<file path="src/rtl/mux2_arb_pkg.sv">
// Shared definitions for the two-requester round-robin mux arbiter:
// FSM state encodings, mux select polarity, default hold limit and
// the hold counter width helper.
package mux2_arb_pkg;

    typedef enum logic [1:0] {
        ST_IDLE    = 2'd0,
        ST_GRANT_A = 2'd1,
        ST_GRANT_B = 2'd2
    } arb_state_t;

    localparam logic SEL_A = 1'b1;
    localparam logic SEL_B = 1'b0;

    localparam int DEF_HOLD_MAX = 4;

    // Counter must represent 0..HOLD_MAX-1 with headroom; clog2+1 bits.
    function automatic int hold_cnt_w(input int hold_max);
        return $clog2(hold_max) + 1;
    endfunction

endpackage

</file>
<file path="src/rtl/mux2.sv">
// Single-bit 2-to-1 multiplexer: i_sel=1 passes i_a, i_sel=0 passes i_b.
module mux2 (
    input  logic i_a,
    input  logic i_b,
    input  logic i_sel,
    output logic o_y
);

    assign o_y = i_sel ? i_a : i_b;

endmodule

</file>
<file path="src/rtl/mux2_rr_arbiter_hold_counter.sv">
// Grant-hold counter: synchronous clear, increment, saturation at the
// terminal value HOLD_MAX-1, with a flag raised at that terminal value.
module arb_hold_counter #(
    parameter int HOLD_MAX = 4,
    parameter int CNT_W    = 3
) (
    input  logic             clk,
    input  logic             rst,
    input  logic             i_clr,
    input  logic             i_inc,
    output logic [CNT_W-1:0] o_cnt,
    output logic             o_term
);

    logic [CNT_W-1:0] r_cnt;

    assign o_term = (r_cnt == CNT_W'(HOLD_MAX - 1));
    assign o_cnt  = r_cnt;

    // Clear wins over increment; increment stops at the terminal value.
    always_ff @(posedge clk) begin
        if (rst) begin
            r_cnt <= '0;
        end else if (i_clr) begin
            r_cnt <= '0;
        end else if (i_inc && !o_term) begin
            r_cnt <= r_cnt + CNT_W'(1);
        end
    end

endmodule

</file>
<file path="src/rtl/mux2_rr_arbiter.sv">
// Round-robin arbiter sharing one 2-to-1 operand mux between requesters
// A and B, with the selected operand registered toward the ALU input.
// Consecutive grants are capped at HOLD_MAX cycles.
// Optional build macro MUX2_ARB_LOCK_EN adds a `lock` input that
// suppresses the hold expiry while the owner keeps requesting.
module mux2_rr_arbiter
    import mux2_arb_pkg::*;
#(
    parameter int WIDTH    = 4,
    parameter int HOLD_MAX = DEF_HOLD_MAX
) (
    input  logic             clk,
    input  logic             rst,
    input  logic             req_a,
    input  logic             req_b,
`ifdef MUX2_ARB_LOCK_EN
    input  logic             lock,
`endif
    input  logic [WIDTH-1:0] data_a,
    input  logic [WIDTH-1:0] data_b,
    output logic             gnt_a,
    output logic             gnt_b,
    output logic             select,
    output logic             out_valid,
    output logic [WIDTH-1:0] out_data,
    output logic             busy
);

    localparam int CNT_W = hold_cnt_w(HOLD_MAX);

    arb_state_t       r_state;
    logic             r_last;
    logic             r_gnt_a;
    logic             r_gnt_b;
    logic             r_out_valid;
    logic [WIDTH-1:0] r_out_data;

    arb_state_t       w_next_state;
    logic             w_next_last;
    logic             w_cnt_clr;
    logic             w_cnt_inc;
    logic             w_term;
    logic             w_expire;
    logic             w_lock;
    logic             w_xfer;
    logic [CNT_W-1:0] w_hold_cnt;
    logic [WIDTH-1:0] w_mux_out;

`ifdef MUX2_ARB_LOCK_EN
    assign w_lock = lock;
`else
    assign w_lock = 1'b0;
`endif

    // While locked, the counter saturates at its terminal value instead of
    // forcing re-arbitration.
    assign w_expire = w_term && !w_lock;

    arb_hold_counter #(
        .HOLD_MAX (HOLD_MAX),
        .CNT_W    (CNT_W)
    ) u_hold (
        .clk    (clk),
        .rst    (rst),
        .i_clr  (w_cnt_clr),
        .i_inc  (w_cnt_inc),
        .o_cnt  (w_hold_cnt),
        .o_term (w_term)
    );

    // Next-state, round-robin memory and hold counter control.
    always_comb begin
        w_next_state = r_state;
        w_next_last  = r_last;
        w_cnt_clr    = 1'b0;
        w_cnt_inc    = 1'b0;
        case (r_state)
            ST_IDLE: begin
                w_cnt_clr = 1'b1;
                if (req_a && (!req_b || r_last == SEL_B)) begin
                    w_next_state = ST_GRANT_A;
                end else if (req_b) begin
                    w_next_state = ST_GRANT_B;
                end
            end
            ST_GRANT_A: begin
                if (req_a && !w_expire) begin
                    w_cnt_inc = 1'b1;
                end else begin
                    w_cnt_clr = 1'b1;
                    if (req_b) begin
                        w_next_state = ST_GRANT_B;
                        w_next_last  = SEL_A;
                    end else if (!req_a) begin
                        w_next_state = ST_IDLE;
                        w_next_last  = SEL_A;
                    end
                end
            end
            ST_GRANT_B: begin
                if (req_b && !w_expire) begin
                    w_cnt_inc = 1'b1;
                end else begin
                    w_cnt_clr = 1'b1;
                    if (req_a) begin
                        w_next_state = ST_GRANT_A;
                        w_next_last  = SEL_B;
                    end else if (!req_b) begin
                        w_next_state = ST_IDLE;
                        w_next_last  = SEL_B;
                    end
                end
            end
            default: begin
                w_next_state = ST_IDLE;
                w_cnt_clr    = 1'b1;
            end
        endcase
    end

    // The owner moves data only while it is still requesting.
    assign w_xfer = (r_gnt_a && req_a) || (r_gnt_b && req_b);

    // Operand mux built from one mux2 per bit, steered by the grant.
    for (genvar gi = 0; gi < WIDTH; gi++) begin : g_mux
        mux2 u_mux (
            .i_a   (data_a[gi]),
            .i_b   (data_b[gi]),
            .i_sel (r_gnt_a),
            .o_y   (w_mux_out[gi])
        );
    end

    // State, grants and the output operand register update together.
    always_ff @(posedge clk) begin
        if (rst) begin
            r_state     <= ST_IDLE;
            r_last      <= SEL_B;
            r_gnt_a     <= 1'b0;
            r_gnt_b     <= 1'b0;
            r_out_valid <= 1'b0;
            r_out_data  <= '0;
        end else begin
            r_state     <= w_next_state;
            r_last      <= w_next_last;
            r_gnt_a     <= (w_next_state == ST_GRANT_A);
            r_gnt_b     <= (w_next_state == ST_GRANT_B);
            r_out_valid <= w_xfer;
            if (w_xfer) begin
                r_out_data <= w_mux_out;
            end
        end
    end

    assign gnt_a     = r_gnt_a;
    assign gnt_b     = r_gnt_b;
    assign select    = r_gnt_a;
    assign out_valid = r_out_valid;
    assign out_data  = r_out_data;
    assign busy      = (r_state != ST_IDLE);

endmodule

</file>
<file path="config.mk">
export PLATFORM = sky130hd
export DESIGN_NAME = mux2_rr_arbiter
export DESIGN_NICKNAME = d
export VERILOG_FILES = /design/src/rtl/mux2_arb_pkg.sv /design/src/rtl/mux2.sv /design/src/rtl/mux2_rr_arbiter_hold_counter.sv /design/src/rtl/mux2_rr_arbiter.sv
export SDC_FILE = /design/constraint.sdc
export NUM_CORES = 1
export LEC_CHECK = 0
export CORE_UTILIZATION = 49
export CTS_BUF_LIST = sky130_fd_sc_hd__clkbuf_4
export DETAILED_ROUTE_END_ITERATION = 10
export PLACE_DENSITY_LB_ADDON = 0.05
export SLEW_MARGIN = 10
export SYNTH_ARGS = -nofsm -noshare
export SYNTH_HDL_FRONTEND = slang
export SYNTH_SLANG_ARGS = --single-unit
</file>
<file path="constraint.sdc">
create_clock -name clk -period 2.3 [get_ports clk]
set_clock_uncertainty 0.2 [all_clocks]
set_input_delay 0.46 -clock clk [delete_from_list [all_inputs] [get_ports clk]]
set_output_delay 0.46 -clock clk [all_outputs]
set_load 0.01 [all_outputs]
</file>
==> impl_metrics.prom, run 1 <==
# TYPE chip_impl_metric gauge
chip_impl_info{name="outcome",value="complete, no violations"} 1
chip_impl_metric{name="ys.warnings.count",unit=""} 0
chip_impl_info{name="worst_r2r_startpoint",value="u_hold.o_cnt[0]$_SDFFE_PP0P_"} 1
chip_impl_metric{name="detail_routed_net_length_per_standard_cell",unit="um"} 12.1
chip_impl_metric{name="cts_num_sinks",unit=""} 13
chip_impl_info{name="tritoncts",value="done"} 1
chip_impl_metric{name="floorplan.die_area",unit="sq um"} 1760
chip_impl_metric{name="cts_max_level",unit=""} 1
chip_impl_metric{name="clkPwrFrac",unit=""} 0.212
chip_impl_metric{name="timing_hold_violations_final",unit=""} 0
chip_impl_metric{name="cts_made_buffers",unit=""} 3
chip_impl_metric{name="worst_skew_pair.late_latency",unit="ns"} 0.27
chip_impl_metric{name="timing_worst_slew_pin_value",unit="ns"} 0.384
chip_impl_metric{name="max_stage_delay",unit="ns"} 0.52
chip_impl_metric{name="postSynthNetCount",unit=""} 101
chip_impl_metric{name="arrival",unit="ns"} 1.52
chip_impl_metric{name="place_hpwl",unit="mm"} 1.11
chip_impl_metric{name="antenna_cells_inserted",unit=""} 0
chip_impl_metric{name="instances_no_fill",unit=""} 120
chip_impl_metric{name="drive_above_1_share",unit=""} 0.192
chip_impl_info{name="critical_path.most_common_cell",value="sky130_fd_sc_hd__inv_1"} 1
chip_impl_metric{name="design.portCount",unit=""} 21
chip_impl_metric{name="totalNegativeSetupSlack",unit="ns"} 0
chip_impl_metric{name="grt_overflow_total",unit=""} 0
chip_impl_metric{name="sw_share",unit=""} 0.311
chip_impl_metric{name="gp_routability_congestion",unit=""} 0.795
chip_impl_metric{name="worst-path-max-fanout",unit=""} 6
chip_impl_metric{name="grt_use_total",unit=""} 0.194
chip_impl_metric{name="max-cap-violations",unit=""} 0
chip_impl_metric{name="syn-instance-count",unit=""} 83
chip_impl_metric{name="seq_power_share",unit=""} 0.404
chip_impl_metric{name="floorplan.initialDensity",unit=""} 0.520
chip_impl_metric{name="timing.hold.ws",unit="ns"} 0.302
chip_impl_metric{name="intPower",unit="uW"} 473
chip_impl_metric{name="ir_worst_vdd",unit="V"} 0.000562
chip_impl_metric{name="grt_pass1_wl",unit="mm"} 2.58
chip_impl_metric{name="firstDrtPassIters",unit=""} 4
chip_impl_metric{name="sum_of_routed_wire_length_over_all_layers",unit="mm"} 1.45
chip_impl_info{name="rsz0062_at_grt",value="no"} 1
chip_impl_metric{name="critPathRequiredTime",unit="ns"} 1.64
chip_impl_metric{name="r2r.worst_path.cells",unit=""} 6
chip_impl_metric{name="detail_route.vias_per_cell",unit=""} 5.46
chip_impl_metric{name="die-height",unit="um"} 42.0
chip_impl_metric{name="grt_antenna_before_repair",unit=""} 0
chip_impl_info{name="end_point_of_the_worst_hold_path",value="u_hold.o_cnt[1]$_SDFFE_PP0P_"} 1
chip_impl_metric{name="drt-initial-drc-count",unit=""} 4
chip_impl_metric{name="clockBufferDepth",unit=""} 2
chip_impl_metric{name="post-route-drc-count",unit=""} 0
chip_impl_metric{name="ant_nets",unit=""} 0
chip_impl_metric{name="cellLeakagePower",unit="uW"} 0.000392
chip_impl_metric{name="via_count",unit=""} 655
chip_impl_metric{name="period_minus_slack",unit="ns"} 2.18
chip_impl_info{name="crit_chain",value="inv_1 > ha_2 > inv_1 > clkdlybuf4s50_1"} 1
chip_impl_metric{name="hold_buffer_count_at_cts",unit=""} 0
chip_impl_metric{name="post-route-period-util",unit=""} 0.950
chip_impl_metric{name="ys_types",unit=""} 33
chip_impl_metric{name="core_region_area",unit="sq um"} 1510
chip_impl_info{name="cts-root-buf",value="sky130_fd_sc_hd__clkbuf_4"} 1
chip_impl_metric{name="slew_headroom",unit=""} 0.743
chip_impl_metric{name="syn-mean-instance-area",unit="sq um"} 9.44
chip_impl_info{name="hold_start",value="u_hold.o_cnt[1]$_SDFFE_PP0P_"} 1
chip_impl_metric{name="core_rows",unit=""} 14
chip_impl_metric{name="register_bit_total_from_synthesis",unit=""} 13
chip_impl_metric{name="worst-r2r-setup-slack",unit="ns"} 0.38
chip_impl_metric{name="grt_max_degree",unit=""} 12
chip_impl_metric{name="clk_pin_slew",unit="ns"} 0.07
chip_impl_metric{name="pwr-share-comb",unit=""} 0.385
chip_impl_metric{name="synthesis.area",unit="sq um"} 783
chip_impl_metric{name="die_w",unit="um"} 42.0
chip_impl_metric{name="nNetsFinal",unit=""} 123
chip_impl_metric{name="hold-path-cell-count",unit=""} 2
chip_impl_info{name="crit_path_start_kind",value="flop"} 1
chip_impl_info{name="endpoint_kind",value="output pin"} 1
chip_impl_metric{name="setup_violations",unit=""} 0
chip_impl_metric{name="dp.cells",unit=""} 116
chip_impl_metric{name="power.density",unit="nW/um^2"} 675
chip_impl_metric{name="finish.utilization",unit=""} 0.675
chip_impl_metric{name="cts_post_setup_buffers_inserted",unit=""} 0
chip_impl_info{name="critical_path.slowest_cell",value="sky130_fd_sc_hd__clkdlybuf4s50_1"} 1
chip_impl_metric{name="area_growth_syn_to_layout",unit="%"} 29.9
chip_impl_metric{name="switchingPower",unit="uW"} 214
chip_impl_metric{name="maxClockFrequency",unit="GHz"} 0.458
chip_impl_metric{name="slew_violations",unit=""} 0
chip_impl_metric{name="synth-seq-area-share",unit=""} 0.332
chip_impl_info{name="reg_to_reg_critical_path_endpoint",value="u_hold.o_cnt[2]$_SDFFE_PP0P_"} 1
chip_impl_metric{name="port_bufs",unit=""} 20
chip_impl_info{name="hold_path_class",value="reg -> reg"} 1
chip_impl_metric{name="first_global_vias",unit=""} 620
chip_impl_info{name="timing.setup.critical_path_class",value="reg -> out"} 1
-- worst max-delay path by stage --
| stage | startpoint | to | cells past startpoint |
|---|---|---|---|
| floorplan | u_hold.o_cnt[0]$_SDFFE_PP0P_ | u_hold.o_cnt[2]$_SDFFE_PP0P_ | 6 |
| global placement | req_a | u_hold.o_cnt[2]$_SDFFE_PP0P_ | 5 |
| detailed placement | req_a | u_hold.o_cnt[2]$_SDFFE_PP0P_ | 5 |
| CTS | r_state[1]$_SDFF_PP0_ | busy | 4 |
| global route | r_state[0]$_SDFF_PP0_ | busy | 4 |
| finish | r_state[0]$_SDFF_PP0_ | busy | 4 |
-- sequential cells by signal, indices dropped and copies added, names as in the netlist --
name          count
r_state           2
gnt_b             1
out_valid         1
u_hold.o_cnt      3
out_data          4
r_last            1
gnt_a             1
-- worst max-delay path, delay by kind of cell, from the launching register on --
| kind | cells | cell delay, ns |
|---|---|---|
| flip-flops | 1 | 0.38 |
| adder cells (fa/ha/maj) | 1 | 0.22 |
| buffers and inverters | 3 | 0.65 |
-- cells by family (layout without fill, tap and decap cells) --
group / Yosys count / in the layout / share of synthesized area
compound gates: 21 / 21 / 0.208
xor+xnor: 1 / 1 / 0.0112
fa+ha+maj: 6 / 6 / 0.0958
buf+inv: 12 / 33 / 0.0847
flops: 13 / 13 / 0.332
mux: 6 / 6 / 0.0767
simple gates: 24 / 24 / 0.192
-- cell usage after synthesis (all sizes together) --
library cell  number  area (sq um)
and3               3          20.0
nor4               1          12.5
mux2i              6          60.1
o21ai              4          20.0
nand2              2          7.51
a21oi              3          15.0
nor2               9          33.8
buf                6          43.8
a311oi             1          8.76
and3b              1          8.76
nor2b              1          6.26
xnor2              1          8.76
ha                 6          75.1
a21boi             1          7.51
a22oi              2          20.0
or3                1          11.3
nor3               2          15.0
inv                6          22.5
a22o               2          17.5
dfxtp             13           260
o221a              1          11.3
o211ai             1          7.51
nand2b             2          22.5
and2               2          12.5
a211oi             6          55.1
-- final cells by class --
type,count,area [sq um]
clock buffers,4,30.0
fillers,133,489
inverters,6,22.5
multi-input cells,58,459
flip-flops and latches,13,263
well taps,16,20.0
repair buffers,23,223
-- placed cells by master (no fill, tap or decap), drive strengths merged, types with 2 or more instances in the layout --
cell type / instances
clkbuf: 4
nand2: 2
a22o: 2
buf: 3
clkdlybuf4s50: 20
dfxtp: 13
nor3: 2
o21ai: 4
a211oi: 6
inv: 6
ha: 6
a21oi: 3
nand2b: 2
and2: 2
mux2i: 6
nor2: 9
and3: 3
a22oi: 2
-- metrics by stage --
step	cell area [sq um]	power (uW)	worst slack [ns]
after floorplan	783	445	0.485
after global placement	982	538	0.119
after detailed placement	982	540	0.0864
after CTS	1010	689	0.0266
after global routing	1020	735	0.0324
final	1020	686	0.115
-- power groups by stage --
stage	clock network, uW	registers [uW]	logic [uW]
after global routing	160	282	292
after floorplan	0	284	161
after global placement	0	279	258
after CTS	152	276	260
after detailed placement	0	281	259
final	145	277	264
-- repair_timing --
action,4_1_cts,5_1_grt
gates resized for setup,1,2
hold endpoints to repair,0,0
endpoints found under the setup margin,1,1
-- metal layers --
metal,vias to the layer above,part of all wire,global-route usage
met1,299,0.51,0.269
met4,0,0.0069,0.0774
li1,339,-,-
met5,-,0,0
met2,15,0.44,0.288
met3,2,0.042,0.0517
(Power assumes the default switching activity.)
==> run 2, diff against run 1 <==
Settings changed: SETUP_SLACK_MARGIN from default to 0.5.
==> run 2 against run 1 <==
Core utilization up 4.2 points. Wire length up 13%. Die area unchanged. Register-to-register slack better by 0.14 ns. Critical path depth up 2. First-iteration DRC count rose to 4.8 times the previous value. Critical endpoint is now u_hold.o_cnt[2]$_SDFFE_PP0P_. Non-clock buffer count up 3. Flip-flop and latch count unchanged. Cell count up 2.5%. Count of clock-buffer cells in the layout unchanged. Clock power up 3%. Global-route usage up 1.3 points.
==> impl_metrics.prom, run 2 (synthesized netlist as in run 1, its figures left out) <==
# TYPE chip_impl_metric gauge
chip_impl_info{name="outcome",value="complete, no violations"} 1
chip_impl_metric{name="grt_overflow_total",unit=""} 0
chip_impl_metric{name="drive_above_1_share",unit=""} 0.308
chip_impl_metric{name="area_growth_syn_to_layout",unit="%"} 37.9
chip_impl_info{name="hold_path_class",value="reg -> reg"} 1
chip_impl_metric{name="worst_skew_pair.late_latency",unit="ns"} 0.27
chip_impl_metric{name="design_area",unit="sq um"} 1080
chip_impl_info{name="layout.cells.most_common_list",value="9 x sky130_fd_sc_hd__nor2_1, 9 x sky130_fd_sc_hd__clkdlybuf4s50_1, 9 x sky130_fd_sc_hd__dlygate4sd2_1"} 1
chip_impl_metric{name="slew_headroom",unit=""} 0.727
chip_impl_info{name="crit_chain",value="ha_4 > ha_4 > nand2b_4 > a22o_1 > or3_4 > a211oi_2"} 1
chip_impl_metric{name="post-route-drc-count",unit=""} 0
chip_impl_metric{name="period_minus_slack",unit="ns"} 1.78
chip_impl_metric{name="place_hpwl",unit="mm"} 1.17
chip_impl_metric{name="design.portCount",unit=""} 21
chip_impl_metric{name="floorplan.initialDensity",unit=""} 0.520
chip_impl_metric{name="critPathRequiredTime",unit="ns"} 2.30
chip_impl_metric{name="hold_buffer_count_at_cts",unit=""} 0
chip_impl_metric{name="core_rows",unit=""} 14
chip_impl_metric{name="clk_pin_slew",unit="ns"} 0.08
chip_impl_metric{name="timing_hold_violations_final",unit=""} 0
chip_impl_metric{name="timing_worst_slew_pin_value",unit="ns"} 0.409
chip_impl_metric{name="ant_nets",unit=""} 0
chip_impl_metric{name="instances_no_fill",unit=""} 123
chip_impl_metric{name="post-route-period-util",unit=""} 0.775
chip_impl_metric{name="cts_max_level",unit=""} 1
chip_impl_metric{name="worst-path-max-fanout",unit=""} 5
chip_impl_metric{name="detailed_place.area",unit="sq um"} 985
chip_impl_metric{name="arrival",unit="ns"} 1.78
chip_impl_info{name="endpoint_kind",value="flop"} 1
chip_impl_metric{name="port_bufs",unit=""} 20
chip_impl_info{name="tritoncts",value="done"} 1
chip_impl_info{name="busiest_layer",value="met2"} 1
chip_impl_metric{name="detail_route.vias_per_cell",unit=""} 5.77
chip_impl_metric{name="ir_worst_vdd",unit="V"} 0.000470
chip_impl_info{name="critical_path.slowest_cell",value="sky130_fd_sc_hd__dfxtp_2"} 1
chip_impl_info{name="crit_path_start_kind",value="flop"} 1
chip_impl_metric{name="clockBufferDepth",unit=""} 2
chip_impl_metric{name="grt_use_total",unit=""} 0.207
chip_impl_metric{name="drt-initial-drc-count",unit=""} 19
chip_impl_info{name="rsz0062_at_grt",value="yes"} 1
chip_impl_metric{name="maxClockFrequency",unit="GHz"} 0.561
chip_impl_metric{name="die_w",unit="um"} 42.0
chip_impl_metric{name="largest_reg_flops",unit=""} 4
chip_impl_metric{name="gp_routability_congestion",unit=""} 0.777
chip_impl_metric{name="grt_max_degree",unit=""} 12
chip_impl_metric{name="grt_util_met3",unit=""} 0.0517
chip_impl_metric{name="grt_pass1_wl",unit="mm"} 2.75
chip_impl_metric{name="cellLeakagePower",unit="uW"} 0.000457
chip_impl_metric{name="totalNegativeSetupSlack",unit="ns"} 0
chip_impl_metric{name="detail_routed_net_length_per_standard_cell",unit="um"} 13.4
chip_impl_info{name="cts-root-buf",value="sky130_fd_sc_hd__clkbuf_4"} 1
chip_impl_metric{name="globalRouteMet2Util",unit=""} 0.338
chip_impl_metric{name="antenna_cells_inserted",unit=""} 0
chip_impl_metric{name="dp.cells",unit=""} 116
chip_impl_metric{name="floorplan.die_area",unit="sq um"} 1760
chip_impl_metric{name="sum_of_routed_wire_length_over_all_layers",unit="mm"} 1.64
chip_impl_metric{name="first_global_vias",unit=""} 642
chip_impl_metric{name="grt_antenna_before_repair",unit=""} 0
chip_impl_metric{name="max-cap-violations",unit=""} 0
chip_impl_metric{name="slew_violations",unit=""} 0
chip_impl_metric{name="firstDrtPassIters",unit=""} 4
chip_impl_metric{name="nNetsFinal",unit=""} 126
chip_impl_info{name="critical_path.most_common_cell",value="sky130_fd_sc_hd__ha_4"} 1
chip_impl_metric{name="power.density",unit="nW/um^2"} 649
chip_impl_info{name="timing.setup.critical_path_class",value="reg -> reg"} 1
chip_impl_metric{name="via_count",unit=""} 710
chip_impl_metric{name="core_region_area",unit="sq um"} 1510
chip_impl_metric{name="max_stage_delay",unit="ns"} 0.34
chip_impl_metric{name="setup_violations",unit=""} 0
chip_impl_metric{name="met1_resource_use_gr",unit=""} 0.255
chip_impl_metric{name="cts_made_buffers",unit=""} 3
chip_impl_metric{name="die-height",unit="um"} 42.0
chip_impl_metric{name="cts_num_sinks",unit=""} 13
==> run 2: cell count changes in the layout (fill, tap and decap cells not counted), sizes merged <==
cell           delta
clkdlybuf4s50    -11
clkbuf            +1
buf               +3
dlygate4sd2       +9
dlymetal6s2s      +1
==> run 2: final timing paths <==
kind	from	to	slack [ns]	depth (start not counted)
max reg2reg	u_hold.o_cnt[0]$_SDFFE_PP0P_	u_hold.o_cnt[2]$_SDFFE_PP0P_	0.52	6
min reg2reg	out_data[3]$_SDFFE_PP0P_	out_data[3]$_SDFFE_PP0P_	0.30	2
max	u_hold.o_cnt[0]$_SDFFE_PP0P_	u_hold.o_cnt[2]$_SDFFE_PP0P_	0.52	6
min	out_data[3]$_SDFFE_PP0P_	out_data[3]$_SDFFE_PP0P_	0.30	2
==> run 2: through the flow <==
stage	total power (uW)	hold slack, ns	worst slack, ns	utilization
floorplan	445	0.265	0.527	-
global placement	536	0.287	0.111	0.654
detailed placement	538	0.300	0.0936	0.654
CTS	684	0.307	0.422	0.700
global route	746	0.330	0.465	0.717
finish	701	0.304	0.519	0.717
==> run 2: per-layer routing <==
metal / vias up / share of wire
li1: 345 / -
met1: 333 / 0.42
met2: 28 / 0.51
met3: 4 / 0.052
met4: 0 / 0.019
met5: - / 0
==> run 2: critical path, delay by kind of cell, from the launching register on <==
family / cells / cell delay [ns]
flops: 1 / 0.34
fa+ha+maj: 2 / 0.33
compound gates: 2 / 0.35
simple gates: 2 / 0.48
==> run 2: timing repair <==
item | CTS | global route
pin swaps | 1 | 1
gates resized for setup | 22 | 10
setup endpoints to repair | 18 | 8
setup buffers | 1 | 2
==> run 2: layout make-up <==
cell class                      instances  area (sq um)
Clock buffer                            4          30.0
Fill cell                             130           427
Inverter                                6          25.0
Multi-Input combinational cell         58           499
Sequential cell                        13           274
Tap cell                               16          20.0
Timing Repair Buffer                   26           231
==> run 2: report_power, final <==
group	internal [uW]	leakage, uW	switching (uW)
Combinational	137	0.000329	128
Sequential	257	0.000109	28.7
Clock	79.0	0.0000184	70.9
Total	473	0.000457	228
